**config.mk**
```make
export PLATFORM = sky130hd
export DESIGN_NAME = guess_round_ctrl_flat
export DESIGN_NICKNAME = d
export VERILOG_FILES = /design/src/rtl/guess_round_if.sv /design/src/rtl/guess_round_ctrl.sv /design/src/flat_wrapper.sv
export SDC_FILE = /design/constraint.sdc
export NUM_CORES = 1
export LEC_CHECK = 0
export ABC_AREA = 1
export CORE_MARGIN = 3
export CORE_UTILIZATION = 30
export DETAILED_ROUTE_END_ITERATION = 12
export PLACE_DENSITY = 0.49
export SYNTH_ARGS = -nofsm -noshare
export SYNTH_HDL_FRONTEND = slang
export SYNTH_SLANG_ARGS = --single-unit
```
**constraint.sdc**
```tcl
create_clock -name CLK -period 2.4 [get_ports CLK]
set_input_delay 0.72 -clock CLK [delete_from_list [all_inputs] [get_ports CLK]]
set_output_delay 0.72 -clock CLK [all_outputs]
set_load 0.01 [all_outputs]
```
**src/rtl/guess_round_if.sv**
```systemverilog
// Bundles the key/switch/scorer inputs and the display/status outputs of
// one bulls-and-cows turn controller. The controller uses the slave modport;
// the upstream key logic and downstream display use the master side.
interface guess_round_if #(
    parameter int DIGITS = 4
);
    localparam int IDX_W = (DIGITS > 1) ? $clog2(DIGITS) : 1;

    // Upstream keys, switch encoder and combinational scorer
    logic                  start_pulse;
    logic                  confirm_pulse;
    logic                  back_pulse;
    logic                  digit_valid;
    logic [3:0]            digit_in;
    logic                  blink_tick;
    logic [2:0]            count_a_in;
    logic [2:0]            count_b_in;

    // Guess, result and game status towards scorer and LED/HEX logic
    logic [4*DIGITS-1:0]   guess_flat;
    logic [IDX_W-1:0]      guess_idx;
    logic                  dup_err;
    logic [2:0]            result_a;
    logic [2:0]            result_b;
    logic                  result_show;
    logic [2:0]            turn_count;
    logic                  in_entry;
    logic                  win;
    logic                  lose;

    modport master (
        output start_pulse, confirm_pulse, back_pulse, digit_valid, digit_in,
               blink_tick, count_a_in, count_b_in,
        input  guess_flat, guess_idx, dup_err, result_a, result_b,
               result_show, turn_count, in_entry, win, lose
    );

    modport slave (
        input  start_pulse, confirm_pulse, back_pulse, digit_valid, digit_in,
               blink_tick, count_a_in, count_b_in,
        output guess_flat, guess_idx, dup_err, result_a, result_b,
               result_show, turn_count, in_entry, win, lose
    );
endinterface

```
**src/rtl/guess_round_ctrl.sv**
```systemverilog
// One player turn of 4-digit bulls-and-cows: digit entry with duplicate
// rejection and backspace, scorer settle wait, timed result display, turn
// accounting and sticky win/lose.
// Optional build macro ALLOW_DUP_DIGITS_EN: when defined, repeated digits are
// accepted and dup_err never pulses.
module guess_round_ctrl #(
    parameter int DIGITS     = 4,
    parameter int MAX_TURNS  = 5,
    parameter int SETTLE_CYC = 2,   // 1..15
    parameter int SHOW_TICKS = 4    // 1..15
) (
    input logic            CLK,
    input logic            RESET,
    guess_round_if.slave   bus
);
    localparam int IDX_W = (DIGITS > 1) ? $clog2(DIGITS) : 1;

    typedef enum logic [2:0] {
        S_IDLE,
        S_ENTRY,
        S_SETTLE,
        S_SHOW,
        S_WIN,
        S_LOSE
    } state_t;

    state_t              state_q,  state_d;
    logic [4*DIGITS-1:0] guess_q,  guess_d;
    logic [IDX_W-1:0]    idx_q,    idx_d;
    logic                dup_err_q, dup_err_d;
    logic [2:0]          res_a_q,  res_a_d;
    logic [2:0]          res_b_q,  res_b_d;
    logic [2:0]          turn_q,   turn_d;
    logic [3:0]          settle_q, settle_d;
    logic [3:0]          tick_q,   tick_d;
    logic                win_q,    win_d;
    logic                lose_q,   lose_d;
    logic                digit_ok;
    logic                is_dup;

    // State register and all datapath registers
    always_ff @(posedge CLK) begin
        // NOTE: the guess digits are an ordinary register bank, so they take
        // their "empty" value on reset like any other state; they are not RAM.
        if (RESET) begin
            state_q   <= S_IDLE;
            guess_q   <= '1;
            idx_q     <= '0;
            dup_err_q <= 1'b0;
            res_a_q   <= '0;
            res_b_q   <= '0;
            turn_q    <= '0;
            settle_q  <= '0;
            tick_q    <= '0;
            win_q     <= 1'b0;
            lose_q    <= 1'b0;
        end else begin
            // NOTE: non-blocking assignments so every register samples the
            // pre-edge values of the others, independent of statement order.
            state_q   <= state_d;
            guess_q   <= guess_d;
            idx_q     <= idx_d;
            dup_err_q <= dup_err_d;
            res_a_q   <= res_a_d;
            res_b_q   <= res_b_d;
            turn_q    <= turn_d;
            settle_q  <= settle_d;
            tick_q    <= tick_d;
            win_q     <= win_d;
            lose_q    <= lose_d;
        end
    end

    // Next-state and datapath update for the turn sequence
    always_comb begin
        // NOTE: every signal gets a hold/idle default up front so no path
        // through the case leaves one unassigned and infers a latch.
        state_d   = state_q;
        guess_d   = guess_q;
        idx_d     = idx_q;
        dup_err_d = 1'b0;
        res_a_d   = res_a_q;
        res_b_d   = res_b_q;
        turn_d    = turn_q;
        settle_d  = settle_q;
        tick_d    = tick_q;
        win_d     = win_q;
        lose_d    = lose_q;
        digit_ok  = bus.digit_valid && (bus.digit_in <= 4'd9);
        is_dup    = 1'b0;

`ifndef ALLOW_DUP_DIGITS_EN
        // Only digits already entered (positions below the cursor) count
        for (int j = 0; j < DIGITS; j++) begin
            if (j < int'(idx_q) && guess_q[4*j +: 4] == bus.digit_in) begin
                is_dup = 1'b1;
            end
        end
`endif

        case (state_q)
            S_IDLE, S_WIN, S_LOSE: begin
                if (bus.start_pulse) begin
                    state_d = S_ENTRY;
                    guess_d = '1;
                    idx_d   = '0;
                    turn_d  = '0;
                    win_d   = 1'b0;
                    lose_d  = 1'b0;
                end
            end

            S_ENTRY: begin
                // Confirm wins over a same-cycle backspace even if the digit is rejected
                if (bus.confirm_pulse) begin
                    if (digit_ok) begin
                        if (is_dup) begin
                            dup_err_d = 1'b1;
                        end else begin
                            guess_d[4*int'(idx_q) +: 4] = bus.digit_in;
                            if (idx_q == IDX_W'(DIGITS - 1)) begin
                                idx_d    = '0;
                                settle_d = 4'(SETTLE_CYC);
                                state_d  = S_SETTLE;
                            end else begin
                                idx_d = idx_q + 1'b1;
                            end
                        end
                    end
                end else if (bus.back_pulse && idx_q != '0) begin
                    guess_d[4*(int'(idx_q) - 1) +: 4] = 4'hF;
                    idx_d = idx_q - 1'b1;
                end
            end

            S_SETTLE: begin
                if (settle_q == 4'd1) begin
                    res_a_d = bus.count_a_in;
                    res_b_d = bus.count_b_in;
                    if (turn_q != 3'(MAX_TURNS)) begin
                        turn_d = turn_q + 3'd1;
                    end
                    tick_d  = '0;
                    state_d = S_SHOW;
                end else begin
                    settle_d = settle_q - 4'd1;
                end
            end

            S_SHOW: begin
                if (bus.confirm_pulse ||
                    (bus.blink_tick && tick_q == 4'(SHOW_TICKS - 1))) begin
                    if (res_a_q == 3'(DIGITS)) begin
                        state_d = S_WIN;
                        win_d   = 1'b1;
                    end else if (turn_q == 3'(MAX_TURNS)) begin
                        state_d = S_LOSE;
                        lose_d  = 1'b1;
                    end else begin
                        state_d = S_ENTRY;
                        guess_d = '1;
                        idx_d   = '0;
                    end
                end else if (bus.blink_tick) begin
                    tick_d = tick_q + 4'd1;
                end
            end

            default: state_d = S_IDLE;
        endcase
    end

    // Outputs come straight from registers or a decode of the state register
    assign bus.guess_flat  = guess_q;
    assign bus.guess_idx   = idx_q;
    assign bus.dup_err     = dup_err_q;
    assign bus.result_a    = res_a_q;
    assign bus.result_b    = res_b_q;
    assign bus.result_show = (state_q == S_SHOW);
    assign bus.turn_count  = turn_q;
    assign bus.in_entry    = (state_q == S_ENTRY);
    assign bus.win         = win_q;
    assign bus.lose        = lose_q;

endmodule

```
**src/flat_wrapper.sv**
```systemverilog
// flat-port wrapper written by rule: the top's interface ports become plain ports
module guess_round_ctrl_flat 
#(
    parameter int DIGITS     = 4,
    parameter int MAX_TURNS  = 5,
    parameter int SETTLE_CYC = 2,           
    parameter int SHOW_TICKS = 4            
)
  (CLK, RESET, bus_start_pulse, bus_confirm_pulse, bus_back_pulse, bus_digit_valid, bus_digit_in, bus_blink_tick, bus_count_a_in, bus_count_b_in, bus_guess_flat, bus_guess_idx, bus_dup_err, bus_result_a, bus_result_b, bus_result_show, bus_turn_count, bus_in_entry, bus_win, bus_lose);
  guess_round_if #(.DIGITS(DIGITS)) bus_i ();
  input logic CLK;
  input logic RESET;
  input wire logic [$bits(bus_i.start_pulse)-1:0] bus_start_pulse;
  input wire logic [$bits(bus_i.confirm_pulse)-1:0] bus_confirm_pulse;
  input wire logic [$bits(bus_i.back_pulse)-1:0] bus_back_pulse;
  input wire logic [$bits(bus_i.digit_valid)-1:0] bus_digit_valid;
  input wire logic [$bits(bus_i.digit_in)-1:0] bus_digit_in;
  input wire logic [$bits(bus_i.blink_tick)-1:0] bus_blink_tick;
  input wire logic [$bits(bus_i.count_a_in)-1:0] bus_count_a_in;
  input wire logic [$bits(bus_i.count_b_in)-1:0] bus_count_b_in;
  output wire logic [$bits(bus_i.guess_flat)-1:0] bus_guess_flat;
  output wire logic [$bits(bus_i.guess_idx)-1:0] bus_guess_idx;
  output wire logic [$bits(bus_i.dup_err)-1:0] bus_dup_err;
  output wire logic [$bits(bus_i.result_a)-1:0] bus_result_a;
  output wire logic [$bits(bus_i.result_b)-1:0] bus_result_b;
  output wire logic [$bits(bus_i.result_show)-1:0] bus_result_show;
  output wire logic [$bits(bus_i.turn_count)-1:0] bus_turn_count;
  output wire logic [$bits(bus_i.in_entry)-1:0] bus_in_entry;
  output wire logic [$bits(bus_i.win)-1:0] bus_win;
  output wire logic [$bits(bus_i.lose)-1:0] bus_lose;
  assign bus_i.start_pulse = bus_start_pulse;
  assign bus_i.confirm_pulse = bus_confirm_pulse;
  assign bus_i.back_pulse = bus_back_pulse;
  assign bus_i.digit_valid = bus_digit_valid;
  assign bus_i.digit_in = bus_digit_in;
  assign bus_i.blink_tick = bus_blink_tick;
  assign bus_i.count_a_in = bus_count_a_in;
  assign bus_i.count_b_in = bus_count_b_in;
  assign bus_guess_flat = bus_i.guess_flat;
  assign bus_guess_idx = bus_i.guess_idx;
  assign bus_dup_err = bus_i.dup_err;
  assign bus_result_a = bus_i.result_a;
  assign bus_result_b = bus_i.result_b;
  assign bus_result_show = bus_i.result_show;
  assign bus_turn_count = bus_i.turn_count;
  assign bus_in_entry = bus_i.in_entry;
  assign bus_win = bus_i.win;
  assign bus_lose = bus_i.lose;
  guess_round_ctrl #(.DIGITS(DIGITS), .MAX_TURNS(MAX_TURNS), .SETTLE_CYC(SETTLE_CYC), .SHOW_TICKS(SHOW_TICKS)) u_core (.CLK(CLK), .RESET(RESET), .bus(bus_i));
endmodule
```
---- Word-level counts from Yosys, hierarchy flattened ----
Index checks and enable logic that the tools add are counted.
Widths: inputs -> output; s select.
word-level totals
  output and inout port bits .............. 32
  bits of input ports ..................... 17
  bits in registers ....................... 41
operators by class
  shifts and indexed selects .............. 4
  magnitude comparators ................... 4
  equal/unequal tests ..................... 32
  $add $sub $neg .......................... 8
  multiplexer cells ....................... 57
  bitwise logic cells ..................... 3
  reductions and logical operators ........ 24
operators with widths
  cell                      number
  $mux 16                   8
  $shift 4x33->16 const A   2
  $pmux 16 s3               1
  $mux 3                    12
  $neg 32->33               1
  $neg 4->33                1
  $shiftx 4x33->16          1
  $shiftx 4x33->16 const A  1
  $bwmux 16                 2
  $mux 4                    8
  $mux 2                    9
  $ne 2x2->1 const B        8
  $pmux 4 s2                2
  $ne 2x1->1 const B        7
  $eq 3x3->1 const B        4
  $eq 4x4->1                3
  $pmux 3 s4                1
  $reduce_and 4->1          3
  $mux 1                    10
  $reduce_bool 2->1         5
  $reduce_and 8->1          1
  $reduce_and 7->1          1
  $eq 3x2->1 const B        2
  $logic_and 1x1->1         6
  other kinds (27)          33

---- Logic depth before layout (Yosys ltp) ----
Gate-level depths: netlist (run 1).
  word-level depth ........................ 9
  mapped depth ............................ 12
  mapped depth without buffers ............ 11

---- Worst setup path after synthesis (run 1) ----
No wires, ideal clock.
  path kind ............................... reg-to-reg
  from .................................... reg u_core.idx_q[0] (netlist: u_core.bus.guess_idx[0])
  to ...................................... reg u_core.idx_q[0] (netlist: u_core.bus.guess_idx[0])
  clock period less this slack ............ 1.904 ns
  setup slack ............................. 0.496 ns
  arrival time ............................ 1.789 ns
  stages on the path, launching flop included .. 11
  data required time ...................... 2.285 ns
  buffers on the path ..................... 2
  setup time .............................. 0.115 ns
  cells stage by stage .................... dfxtp_1 > inv_1 > ha_1 > inv_1 > buf_2 > a21oi_2 > nor3b_4 > buf_6 > nand3_1 > nand2_1 > nor2_1
between the ends
  word-level cells in the longest chain between the ends .. 7
ends and longest elaborated chain
  element                            line                    text
  start, declared                    guess_round_ctrl.sv:29  logic [IDX_W-1:0] idx_q, idx_d;
  start signal, assigned             guess_round_ctrl.sv:62  idx_q <= idx_d;
  $lt 1x2->1                         guess_round_ctrl.sv:95  if (j < int'(idx_q) && guess_q[4*j +: 4] == bus.digit_in) begin
  $logic_and 1x1->1                  guess_round_ctrl.sv:95
  $mux 1 (3 in a row)                guess_round_ctrl.sv:95
  $ne 3x3->1 (no source line)        n/a
  $reduce_and 8->1 (no source line)  n/a
Several ways; a longest one is shown, not always the timed one. The select of a mux whose other input is x is not followed.
A chain may end at the register's enable or synchronous reset.

---- Worst setup path after layout (run 1) ----
  from .................................... reg u_core.state_q[1]
  to ...................................... out bus_result_show
between the ends
  word-level cells in the longest chain between the ends .. 1
ends and longest elaborated chain
  element                 line                     text
  start, declared         guess_round_ctrl.sv:27   state_t state_q, state_d;
  start signal, assigned  guess_round_ctrl.sv:60   state_q <= state_d;
  $eq 3x2->1              guess_round_ctrl.sv:179  assign bus.result_show = (state_q == S_SHOW);
  end, declared           flat_wrapper.sv:26       output wire logic [$bits(bus_i.result_show)-1:0] bus_result_show;
Every way passes these cells.

==> summary.txt, run 1 <==
Worst setup path
  • Biggest cell delay along the critical path: roughly 0.57 ns
  • Crit path cell chain: inv_2, nor2_4, clkdlybuf4s50_1
  • Worst endpoint required time: about 1.7 ns
  • Slowest stage cell on the critical path: clkdlybuf4s50_1
  • Nature of the critical path startpoint: flop
  • Data arrival time at the worst-slack endpoint: roughly 1.6 ns
  • Worst setup EP type: output pin
  • Worst Path Class, Setup: reg -> out
  • Top fanout value on the critical path: 6

Timing
  • Upper clock frequency limit: about 430 MHz
  • Max-Slew Margin vs Limit: 66.0%
  • Clock period minus worst slack: ~2.3 ns
  • Hold Vio Cnt, Final: 0
  • # setup viols final: 0
  • Final number of max-transition violations: 0
  • Max Clock Skew: between 0.008 and 0.009 ns
  • Slew @ Worst Pin: just over 0.5 ns
  • Final period utilization: between 90 and 100%
  • Setup repair after global routing missed its margin: false

Die
  • Placeable core region: about 0.008 mm²
  • Starting density of the core: between 30% and 40%
  • Full die area: between 0.009 and 0.01 mm²
  • Num rows: 32
  • Number of top-level pins: just under 50
  • Floorplan die height: roughly 98 µm
  • Width of the die: ~100 µm

CTS
  • # clock sinks: 41
  • Number of levels the H-tree was split into: 2
  • Clock-pin slew on the worst setup and hold paths: approximately 0.080 ns
  • CTS tree: built
  • Clock root buffer: clkbuf_8
  • Number of clock buffers inserted by TritonCTS: 5
  • # hold bufs at CTS: 0
  • Source-to-sink clock delay at the later pin of the worst-skew pair: about 0.3 ns
  • Maximum root-to-sink buffer count: 2

Route
  • Final ANT Viol Nets: 0
  • Total routed wirelength: a little over 7000 µm
  • Drt first pass iters: 4
  • DRC viols: 0
  • Overall via count from detail_route: ~2700
  • Routed wirelength normalized by instance count: roughly 13 µm
  • Detailed Route Iter0 Violations: between 60 and 70
  • DR vias/cell: between 4 and 5

Yosys
  • Cell area after synthesis: 0.00254 mm²
  • Post-synth cell types: 35
  • Number of standard cells after synthesis: approximately 380
  • Flop and latch count out of synthesis: 41
  • Nets in the synthesized netlist: 410
  • Syn_area_per_cell: 6.63 µm²
  • YS warnings: 0
  • Share of the yosys chip area belonging to registers: roughly 32%

Outcome
  • Run status: complete, no violations

Global routing
  • First-pass GRT wire length: 12100 µm
  • Vias in the first global route: roughly 2500
  • Maximum number of pins on one net before global-route repair: 29
  • Remaining global-route overflow: 0
  • Number of antenna violations at the first check in global routing: 0
  • Combined global-route utilization of all metal layers: 15.2%

Power and ir drop
  • Total Power Consumption: about 3700 µW
  • Leakage: 0.00152 µW
  • Worst vdd ir: 0.000285 V
  • Power Density: between 1000 and 1500 mW/mm²

Cells and area
  • Most common cell after layout, fill and taps aside: nand2_1
  • Non-filler instance count after layout: around 560
  • Leading cell types in the layout, fill and taps excluded: nand2_1, clkdlybuf4s50_1, dfxtp_1
  • Fill cell count: about 850
  • Layout cell share with drive strength beyond 1: between 10% and 20%
  • Area growth from synthesis to final layout: 35.9%
  • Antenna diode instance count: 0
  • Number of nets in the layout: 483

Placement
  • Number of port buffers: 48
  • Final weighted congestion in routability-driven placement: roughly 0.82
  • Number of instances in the placed design: between 500 and 600
  • Placed wire-length estimate: between 5000 and 6000 µm

Run
  • Max Cap Violations: 0

Worst hold path
  • Classification of the worst-slack hold path: reg -> reg
## metrics by stage
| step | setup TNS, ns | utilization, % | hold slack [ns] | cell area [µm²] | worst slack [ns] |
|---|---|---|---|---|---|
| floorplan | 0 | - | 0.447 | 2540 | 0.496 |
| global placement | -3.70 | 41.6 | 0.449 | 3310 | -0.205 |
| detailed placement | -3.67 | 41.6 | 0.453 | 3310 | -0.231 |
| CTS | 0 | 43.0 | 0.474 | 3430 | 0.0331 |
| global route | 0 | 43.3 | 0.495 | 3450 | 0.0121 |
| finish | 0 | 43.3 | 0.466 | 3450 | 0.0873 |
## Yosys cell counts, drive strengths merged
| cell type | n | area [µm²] |
|---|---|---|
| nand2 | 107 | 424 |
| nor3 | 3 | 15.0 |
| nor3b | 2 | 26.3 |
| dfxtp | 41 | 821 |
| o22ai | 2 | 12.5 |
| nand3 | 37 | 200 |
| clkbuf | 3 | 11.3 |
| ha | 10 | 125 |
| a211oi | 1 | 7.51 |
| xnor2 | 3 | 26.3 |
| o21ai | 17 | 88.8 |
| nand4 | 27 | 169 |
| nor4 | 1 | 6.26 |
| a31oi | 2 | 12.5 |
| buf | 8 | 48.8 |
| clkinv | 2 | 7.51 |
| o31ai | 2 | 15.0 |
| inv | 44 | 165 |
| nand3b | 1 | 7.51 |
| o211ai | 2 | 15.0 |
| and2 | 1 | 6.26 |
| a21oi | 21 | 124 |
| nor2 | 46 | 203 |
## metal layers
layer | part of all wire, % | GRT usage, % | vias to the layer above
li1 | - | - | 1411
met1 | 47 | 18.9 | 1201
met2 | 47 | 26.5 | 59
met3 | 4.0 | 2.43 | 12
met4 | 2.0 | 5.22 | 0
met5 | 0 | 0 | -
## path summary, 6_finish.rpt
kind	startpoint	to	slack [ns]	cells after the start
worst max-delay path	u_core.state_q[1]	bus_result_show	0.09	3
worst min-delay path	u_core.bus.win	u_core.bus.win	0.47	2
worst max register to register	u_core.bus.guess_idx[0]	u_core.settle_q[0]	0.40	11
worst min register to register	u_core.bus.win	u_core.bus.win	0.47	2
## kinds of logic (layout without fill, tap and decap cells)
family	after synthesis	in the layout	synth area share [%]
adders and majority gates	10	10	4.93
xor gates and xnor gates	3	3	1.04
AOI/OAI and AO/OA	47	47	10.8
DFF	41	41	32.3
and+or+nand+nor	225	225	41.7
buffers and inverters	57	131	9.17
## critical path, delay by kind of cell, from the launching register on
kind          cells  cell delay, ns
buf+inv           2            0.67
flops             1            0.41
simple gates      1            0.22
## registers in the layout, indices dropped and copies added, names as in the netlist
signal and flops:
u_core.bus.lose 1, u_core.bus.result_b 3, u_core.state_q 3, u_core.bus.turn_count 3, u_core.bus.guess_idx 2, u_core.tick_q 4, u_core.bus.guess_flat 16, u_core.bus.dup_err 1
u_core.bus.result_a 3, u_core.settle_q 4, u_core.bus.win 1
## report_power, final
group / switching, µW / internal [µW]
combinational: 1170 / 931
sequential: 169 / 881
clock: 244 / 339
total: 1580 / 2150
## cell type report
class | instances | area (µm²) | share of cell area, %
Multi-Input combinational cell | 285 | 1490 | 43.2
Sequential cell | 41 | 821 | 23.8
Timing Repair Buffer | 77 | 723 | 21.0
Inverter | 46 | 173 | 5.01
Tap cell | 102 | 128 | 3.70
Clock buffer | 7 | 86.3 | 2.50
Clock inverter | 1 | 30.0 | 0.871
## timing repair
| item | CTS | global route |
|---|---|---|
| buffers inserted | 0 | 2 |
| endpoints found under the setup margin | 0 | 18 |
| resized for setup | 0 | 1 |
| endpoints found under the hold margin | 0 | 0 |
(Power assumes the default switching activity.)
==> run 2, diff against run 1 <==
RECOVER_POWER = 50   (was default)
==> run 2 against run 1 <==
  * Combinational power down 2%
  * Critical path depth unchanged
  * Flip-flop and latch count unchanged
  * Maximum frequency up 1.6%
  * Highest routed layer unchanged
  * Clock skew about the same
  * Non-clock buffer count unchanged
  * Critical endpoint unchanged
  * Clock power about the same
  * First-iteration DRC count unchanged
  * Hold slack worse by 0.0058 ns
  * Sequential power about the same
  * Critical path type unchanged
  * Via count down 0.48%
  * Final area down 0.44%
==> summary.txt, run 2 (synthesis results as in run 1) <==
Worst setup path
  • R2r startpoint: u_core.bus.guess_idx[0]
  • Crit path cell chain: inv_2, nor2_4, clkdlybuf4s50_1
  • Top fanout value on the critical path: 6 (unchanged)
  • Worst setup EP type: output pin
  • Data arrival time at the worst-slack endpoint: 1.56 ns (-0.03 ns)
  • Nature of the critical path startpoint: flop
  • Depth of the most critical reg-to-reg path: 11 (unchanged)
  • Biggest cell delay along the critical path: 0.56 ns (about the same)
  • Worst Path Class, Setup: reg -> out
  • Terminus of the critical flop-to-flop path: u_core.settle_q[0]
  • Flop2flop setup slack: 0.41 ns (about the same)
  • Slowest stage cell on the critical path: clkdlybuf4s50_1
  • Worst endpoint required time: 1.68 ns (about the same)

Worst hold path
  • Classification of the worst-slack hold path: reg -> reg
  • Number of stages on the worst hold path: 2 (unchanged)
  • Hold path start: u_core.bus.guess_flat[13]
  • Worst Hold Endpoint: u_core.bus.guess_flat[13]

CTS
  • Number of clock buffers inserted by TritonCTS: 5 (unchanged)
  • Clock-pin slew on the worst setup and hold paths: 0.08 ns (about the same)
  • Maximum root-to-sink buffer count: 2 (unchanged)
  • Source-to-sink clock delay at the later pin of the worst-skew pair: 0.30 ns (about the same)
  • # hold bufs at CTS: 0 (unchanged)
  • Clock root buffer: clkbuf_8
  • # clock sinks: 41 (unchanged)
  • CTS tree: built
  • Number of levels the H-tree was split into: 2 (unchanged)

Power and ir drop
  • Power Density: 1070 mW/mm² (-0.83%)
  • Worst vdd ir: 0.000286 V (+0.16%)
  • Leakage: 0.00153 µW (+0.82%)
  • Total Power Consumption: 3690 µW (-1.3%)

Cells and area
  • Fill cell count: 846 (+0.12%)
  • Number of flip-flops in the largest register: 16 (unchanged)
  • Utilization after layout: 43.1% (-0.19 points)
  • Most common cell after layout, fill and taps aside: nand2_1
  • Layout cell share with drive strength beyond 1: 12.9% (-1.1 points)
  • Area growth from synthesis to final layout: 35.4%
  • Leading cell types in the layout, fill and taps excluded: nand2_1, nor2_1, dfxtp_1
  • Number of nets in the layout: 483 (unchanged)
  • Antenna diode instance count: 0 (unchanged)
  • Area of all placed cells without fillers: 0.00343 mm² (-0.44%)

Route
  • Drt first pass iters: 4 (unchanged)
  • Final ANT Viol Nets: 0 (unchanged)
  • Overall via count from detail_route: 2670 (-0.48%)
  • Total routed wirelength: 7220 µm (about the same)
  • Detailed Route Iter0 Violations: 66 (unchanged)
  • DRC viols: 0 (unchanged)
  • DR vias/cell: 4.78 (-0.48%)
  • Routed wirelength normalized by instance count: 12.9 µm (about the same)

Timing
  • Max-Slew Margin vs Limit: 66.0% (about the same)
  • # setup viols final: 0 (unchanged)
  • Max Clock Skew: 0.00832 ns (-0.000288 ns)
  • Clock period minus worst slack: 2.28 ns (-0.0354 ns)
  • Slew @ Worst Pin: 0.506 ns (+0.000782 ns)
  • Final number of max-transition violations: 0 (unchanged)
  • Final period utilization: 94.9% (-1.5 points)
  • Final worst hold slack: 0.460 ns (-0.00577 ns)
  • Upper clock frequency limit: 439 MHz (+1.6%)
  • Setup repair after global routing missed its margin: false
  • Setup TNS: 0 ns (unchanged)
  • Hold Vio Cnt, Final: 0 (unchanged)

Die
  • Width of the die: 98.0 µm (unchanged)
  • Starting density of the core: 31.8% (unchanged)
  • Num rows: 32 (unchanged)
  • Full die area: 0.00960 mm² (unchanged)
  • Placeable core region: 0.00797 mm² (unchanged)
  • Floorplan die height: 98.0 µm (unchanged)
  • Number of top-level pins: 49 (unchanged)

Global routing
  • First-pass GRT wire length: 12100 µm (unchanged)
  • Maximum number of pins on one net before global-route repair: 29 (unchanged)
  • Remaining global-route overflow: 0 (unchanged)
  • Number of antenna violations at the first check in global routing: 0 (unchanged)
  • Combined global-route utilization of all metal layers: 15.2% (unchanged)
  • Vias in the first global route: 2540 (unchanged)

Placement
  • Placed wire-length estimate: 5570 µm (unchanged)
  • Placed cell area: 0.00331 mm² (unchanged)
  • Final weighted congestion in routability-driven placement: 0.825 (unchanged)
  • Number of port buffers: 48 (unchanged)

Run
  • Max Cap Violations: 0 (unchanged)

Outcome
  • Run status: complete, no violations
==> run 2: cell types whose count changed in the layout (fill, tap and decap cells not counted) <==
| cell | delta |
|---|---|
| inv_1 | +1 |
| nand3_2 | -1 |
| inv_2 | -1 |
| a21oi_2 | -1 |
| nand3_1 | +1 |
| nor2_2 | -1 |
| dlygate4sd3_1 | +23 |
| a21oi_1 | +1 |
| nor2_1 | +1 |
| clkbuf_1 | +1 |
| buf_4 | -1 |
| clkdlybuf4s50_1 | -23 |
==> run 2: power by group <==
group          total (µW)  switching, µW  leakage, µW  internal [µW]
registers            1050            165     0.000336            881
clock network         584            245    0.0000585            339
logic                2060           1160      0.00114            894
total                3690           1570      0.00153           2110
==> run 2: critical path, delay by kind of cell, from the launching register on <==
| family | cells | cell delay (ns) |
|---|---|---|
| flip-flops | 1 | 0.41 |
| AND/OR/NAND/NOR | 1 | 0.19 |
| buffers and inverters | 2 | 0.66 |
==> run 2: final cells by class <==
class	instances	area [µm²]	area share (%)
clock buffers	7	86.3	2.51
multi-input cells	285	1480	43.0
flip-flops and latches	41	821	23.9
inverters	46	173	5.03
repair buffers	77	719	20.9
clock inverters	1	30.0	0.874
well taps	102	128	3.72
==> run 2: worst max path at each step <==
stage / from / to / slack [ns] / cells past startpoint
finish: u_core.state_q[1] / bus_result_show / 0.12 / 3
detailed placement: bus_digit_in[2] / u_core.bus.guess_idx[0] / -0.23 / 9
global placement: bus_digit_in[2] / u_core.bus.guess_idx[0] / -0.21 / 9
global route: bus_digit_in[0] / u_core.settle_q[3] / 0.04 / 11
CTS: u_core.state_q[0] / bus_in_entry / 0.03 / 3
floorplan: u_core.bus.guess_idx[0] / u_core.bus.guess_idx[0] / 0.50 / 10
==> run 2: through the flow <==
stage                     instances  setup slack, ns
after floorplan                 383            0.496
after global placement          549           -0.205
after detailed placement        549           -0.231
after CTS                       557           0.0331
after global routing            559           0.0382
final                           559            0.123
==> run 2: metal layers <==
layer	track usage, %	wire length, µm	vias up
met4	5.22	148	0
met2	26.5	3410	54
met3	2.43	276	12
met1	18.9	3390	1193
li1	-	-	1411
met5	0	0	-
==> run 2: timing repair <==
item                                    CTS  global route
endpoints found under the setup margin    0            18
buffers inserted                          0             2
gates resized for setup                   0             1
==> run 3, diff against run 2 <==
CORE_MARGIN = default   (was 3)
==> run 3 against run 2 <==
  * Setup slack lost 0.045 ns
  * Register-to-register slack gained 0.06 ns
  * Critical endpoint is now bus_in_entry
  * Non-clock buffer count shrank 3
  * Clock power grew 3.8%
  * Core utilization shrank 1.5 points
  * Global-route usage grew 1.5 points
  * Sequential power is essentially flat
  * Clock-buffer cell count is the same
  * Sequential share of layout area grew 0.12 points
  * First-iteration DRC count grew 30%
==> summary.txt, run 3 (synthesis results as in run 1) <==
Placement
  • Placed wire-length estimate: 5360 µm (-3.8%)
  • Number of instances in the placed design: 551 (+0.36%)
  • Placed cell area: 0.00331 mm² (-0.11%)
  • Number of port buffers: 48 (unchanged)
  • Final weighted congestion in routability-driven placement: 0.843 (+2.2%)

Global routing
  • First-pass GRT wire length: 11300 µm (-6.2%)
  • Remaining global-route overflow: 0 (unchanged)
  • Vias in the first global route: 2435 (-4.1%)
  • Maximum number of pins on one net before global-route repair: 29 (unchanged)
  • Combined global-route utilization of all metal layers: 16.7% (+1.5 points)
  • Number of antenna violations at the first check in global routing: 0 (unchanged)

CTS
  • Number of levels the H-tree was split into: 2 (unchanged)
  • # hold bufs at CTS: 0 (unchanged)
  • CTS tree: built
  • Number of gates given a new drive strength after cts: 0 (unchanged)
  • Number of clock buffers inserted by TritonCTS: 5 (unchanged)
  • Source-to-sink clock delay at the later pin of the worst-skew pair: 0.30 ns (about the same)
  • # clock sinks: 41 (unchanged)
  • Clock-pin slew on the worst setup and hold paths: 0.09 ns (about the same)
  • Clock root buffer: clkbuf_8
  • Maximum root-to-sink buffer count: 2 (unchanged)
  • Setup repair bufs after CTS: 0 (unchanged)

Route
  • Drt first pass iters: 4 (unchanged)
  • Total routed wirelength: 7040 µm (-2.5%)
  • DR vias/cell: 4.80 (+0.41%)
  • Detailed Route Iter0 Violations: 86 (+30%)
  • DRC viols: 0 (unchanged)
  • Final ANT Viol Nets: 0 (unchanged)
  • Routed wirelength normalized by instance count: 12.6 µm (-2.5%)
  • Overall via count from detail_route: 2681 (+0.41%)

Timing
  • Hold Vio Cnt, Final: 0 (unchanged)
  • # setup viols final: 0 (unchanged)
  • Clock period minus worst slack: 2.32 ns (+0.0452 ns)
  • Setup TNS: 0 ns (unchanged)
  • Upper clock frequency limit: 431 MHz (-1.9%)
  • Final period utilization: 96.8% (+1.9 points)
  • Max Clock Skew: 0.00459 ns (-0.00372 ns)
  • Final number of max-transition violations: 0 (unchanged)
  • Setup repair after global routing missed its margin: false
  • Max-Slew Margin vs Limit: 59.3% (-6.7 points)
  • Slew @ Worst Pin: 0.605 ns (+0.0989 ns)

Worst setup path
  • Worst setup EP type: output pin
  • Crit path cell chain: nand2_4, nor2_4, clkdlybuf4s50_1
  • Data arrival time at the worst-slack endpoint: 1.60 ns (+0.04 ns)
  • Worst endpoint required time: 1.68 ns (about the same)
  • Biggest cell delay along the critical path: 0.58 ns (+0.02 ns)
  • Nature of the critical path startpoint: flop
  • Slowest stage cell on the critical path: clkdlybuf4s50_1
  • Top fanout value on the critical path: 7 (+1)
  • Worst Path Class, Setup: reg -> out

Outcome
  • Run status: complete, no violations

Cells and area
  • Area growth from synthesis to final layout: 34.7%
  • Area of all placed cells without fillers: 0.00342 mm² (-0.51%)
  • Number of nets in the layout: 480 (-0.62%)
  • Leading cell types in the layout, fill and taps excluded: nand2_1, nor2_1, dfxtp_1
  • Antenna diode instance count: 0 (unchanged)
  • Fill cell count: 867 (+2.5%)
  • Layout cell share with drive strength beyond 1: 13.0% (+0.085 points)
  • Non-filler instance count after layout: 559 (unchanged)
  • Number of flip-flops in the largest register: 16 (unchanged)
  • Most common cell after layout, fill and taps aside: nand2_1
  • Utilization after layout: 41.6% (-1.5 points)

Power and ir drop
  • Portion of total power attributed to sequential cells: 28.5% (about the same)
  • Leakage: 0.00154 µW (about the same)
  • Worst vdd ir: 0.000360 V (+26%)
  • Share of total power consumed by net switching: 43.0% (+0.38 points)
  • Internal power: 2100 µW (-0.52%)
  • Logic pwr share: 55.1% (-0.7 points)
  • Psw: 1590 µW (+1.0%)
  • Power Density: 1080 mW/mm² (+0.65%)
  • Clock network fraction of design power: 16.4% (+0.6 points)

Die
  • Full die area: 0.00883 mm² (-8.0%)
  • Width of the die: 94.0 µm (-4.1%)
  • Num rows: 33 (+3.1%)
  • Starting density of the core: 30.9% (-0.97 points)
  • Placeable core region: 0.00822 mm² (+3.1%)
  • Number of top-level pins: 49 (unchanged)
  • Floorplan die height: 94.0 µm (-4.1%)

Run
  • Max Cap Violations: 0 (unchanged)

Worst hold path
  • Classification of the worst-slack hold path: reg -> reg
-- run 3: cell count changes in the layout (fill, tap and decap cells not counted) --
cell / previous run / this run
buf_4: 26 / 24
inv_1: 38 / 36
inv_2: 6 / 8
clkbuf_1: 2 / 1
clkdlybuf4s50_1: 25 / 24
dlymetal6s2s_1: 0 / 1
nand2_2: 2 / 3
nand2_4: 3 / 2
-- run 3: final timing paths --
path                                           startpoint                        end  slack [ns]  cells after the start
worst min-delay path            u_core.bus.guess_flat[14]  u_core.bus.guess_flat[14]        0.46                      2
worst max register to register    u_core.bus.guess_idx[0]         u_core.settle_q[1]        0.47                     11
worst max-delay path                    u_core.state_q[0]               bus_in_entry        0.08                      3
worst min register to register  u_core.bus.guess_flat[14]  u_core.bus.guess_flat[14]        0.46                      2
-- run 3: power groups by stage --
| stage | registers [µW] | logic [µW] | clock network, µW |
|---|---|---|---|
| 2_1_floorplan | 1130 | 1220 | 0 |
| 3_5_place_dp | 1070 | 2080 | 0 |
| 3_3_place_gp | 1080 | 2070 | 0 |
| 4_1_cts | 1060 | 2080 | 623 |
| 5_1_grt | 1080 | 2290 | 646 |
| 6_report | 1050 | 2030 | 606 |
-- run 3: layout make-up --
class | count | area [µm²] | area share (%)
Multi-Input combinational cell | 285 | 1470 | 43.1
Clock buffer | 7 | 86.3 | 2.53
Sequential cell | 41 | 821 | 24.0
Timing Repair Buffer | 74 | 703 | 20.6
Tap cell | 105 | 131 | 3.84
Inverter | 46 | 173 | 5.05
Clock inverter | 1 | 30.0 | 0.879
-- run 3: layer usage --
layer | vias up | share of wire, % | GRT usage [%]
li1 | 1403 | - | -
met1 | 1204 | 48 | 20.6
met2 | 63 | 46 | 28.6
met3 | 11 | 3.7 | 2.99
met4 | 0 | 1.9 | 6.03
met5 | - | 0 | 0
-- run 3: metrics by stage --
step | power, µW | worst slack [ns] | hold WS [ns]
4_1_cts | 3770 | 0.0398 | 0.470
2_1_floorplan | 2350 | 0.496 | 0.447
6_report | 3690 | 0.0775 | 0.459
5_1_grt | 4020 | 0.00177 | 0.481
3_5_place_dp | 3150 | -0.140 | 0.448
3_3_place_gp | 3150 | -0.165 | 0.452
-- run 3: critical path: cells and delay by family, from the launching register on --
| family | cells | cell delay (ns) |
|---|---|---|
| DFF | 1 | 0.42 |
| and+or+nand+nor | 2 | 0.31 |
| buffers and inverters | 1 | 0.58 |
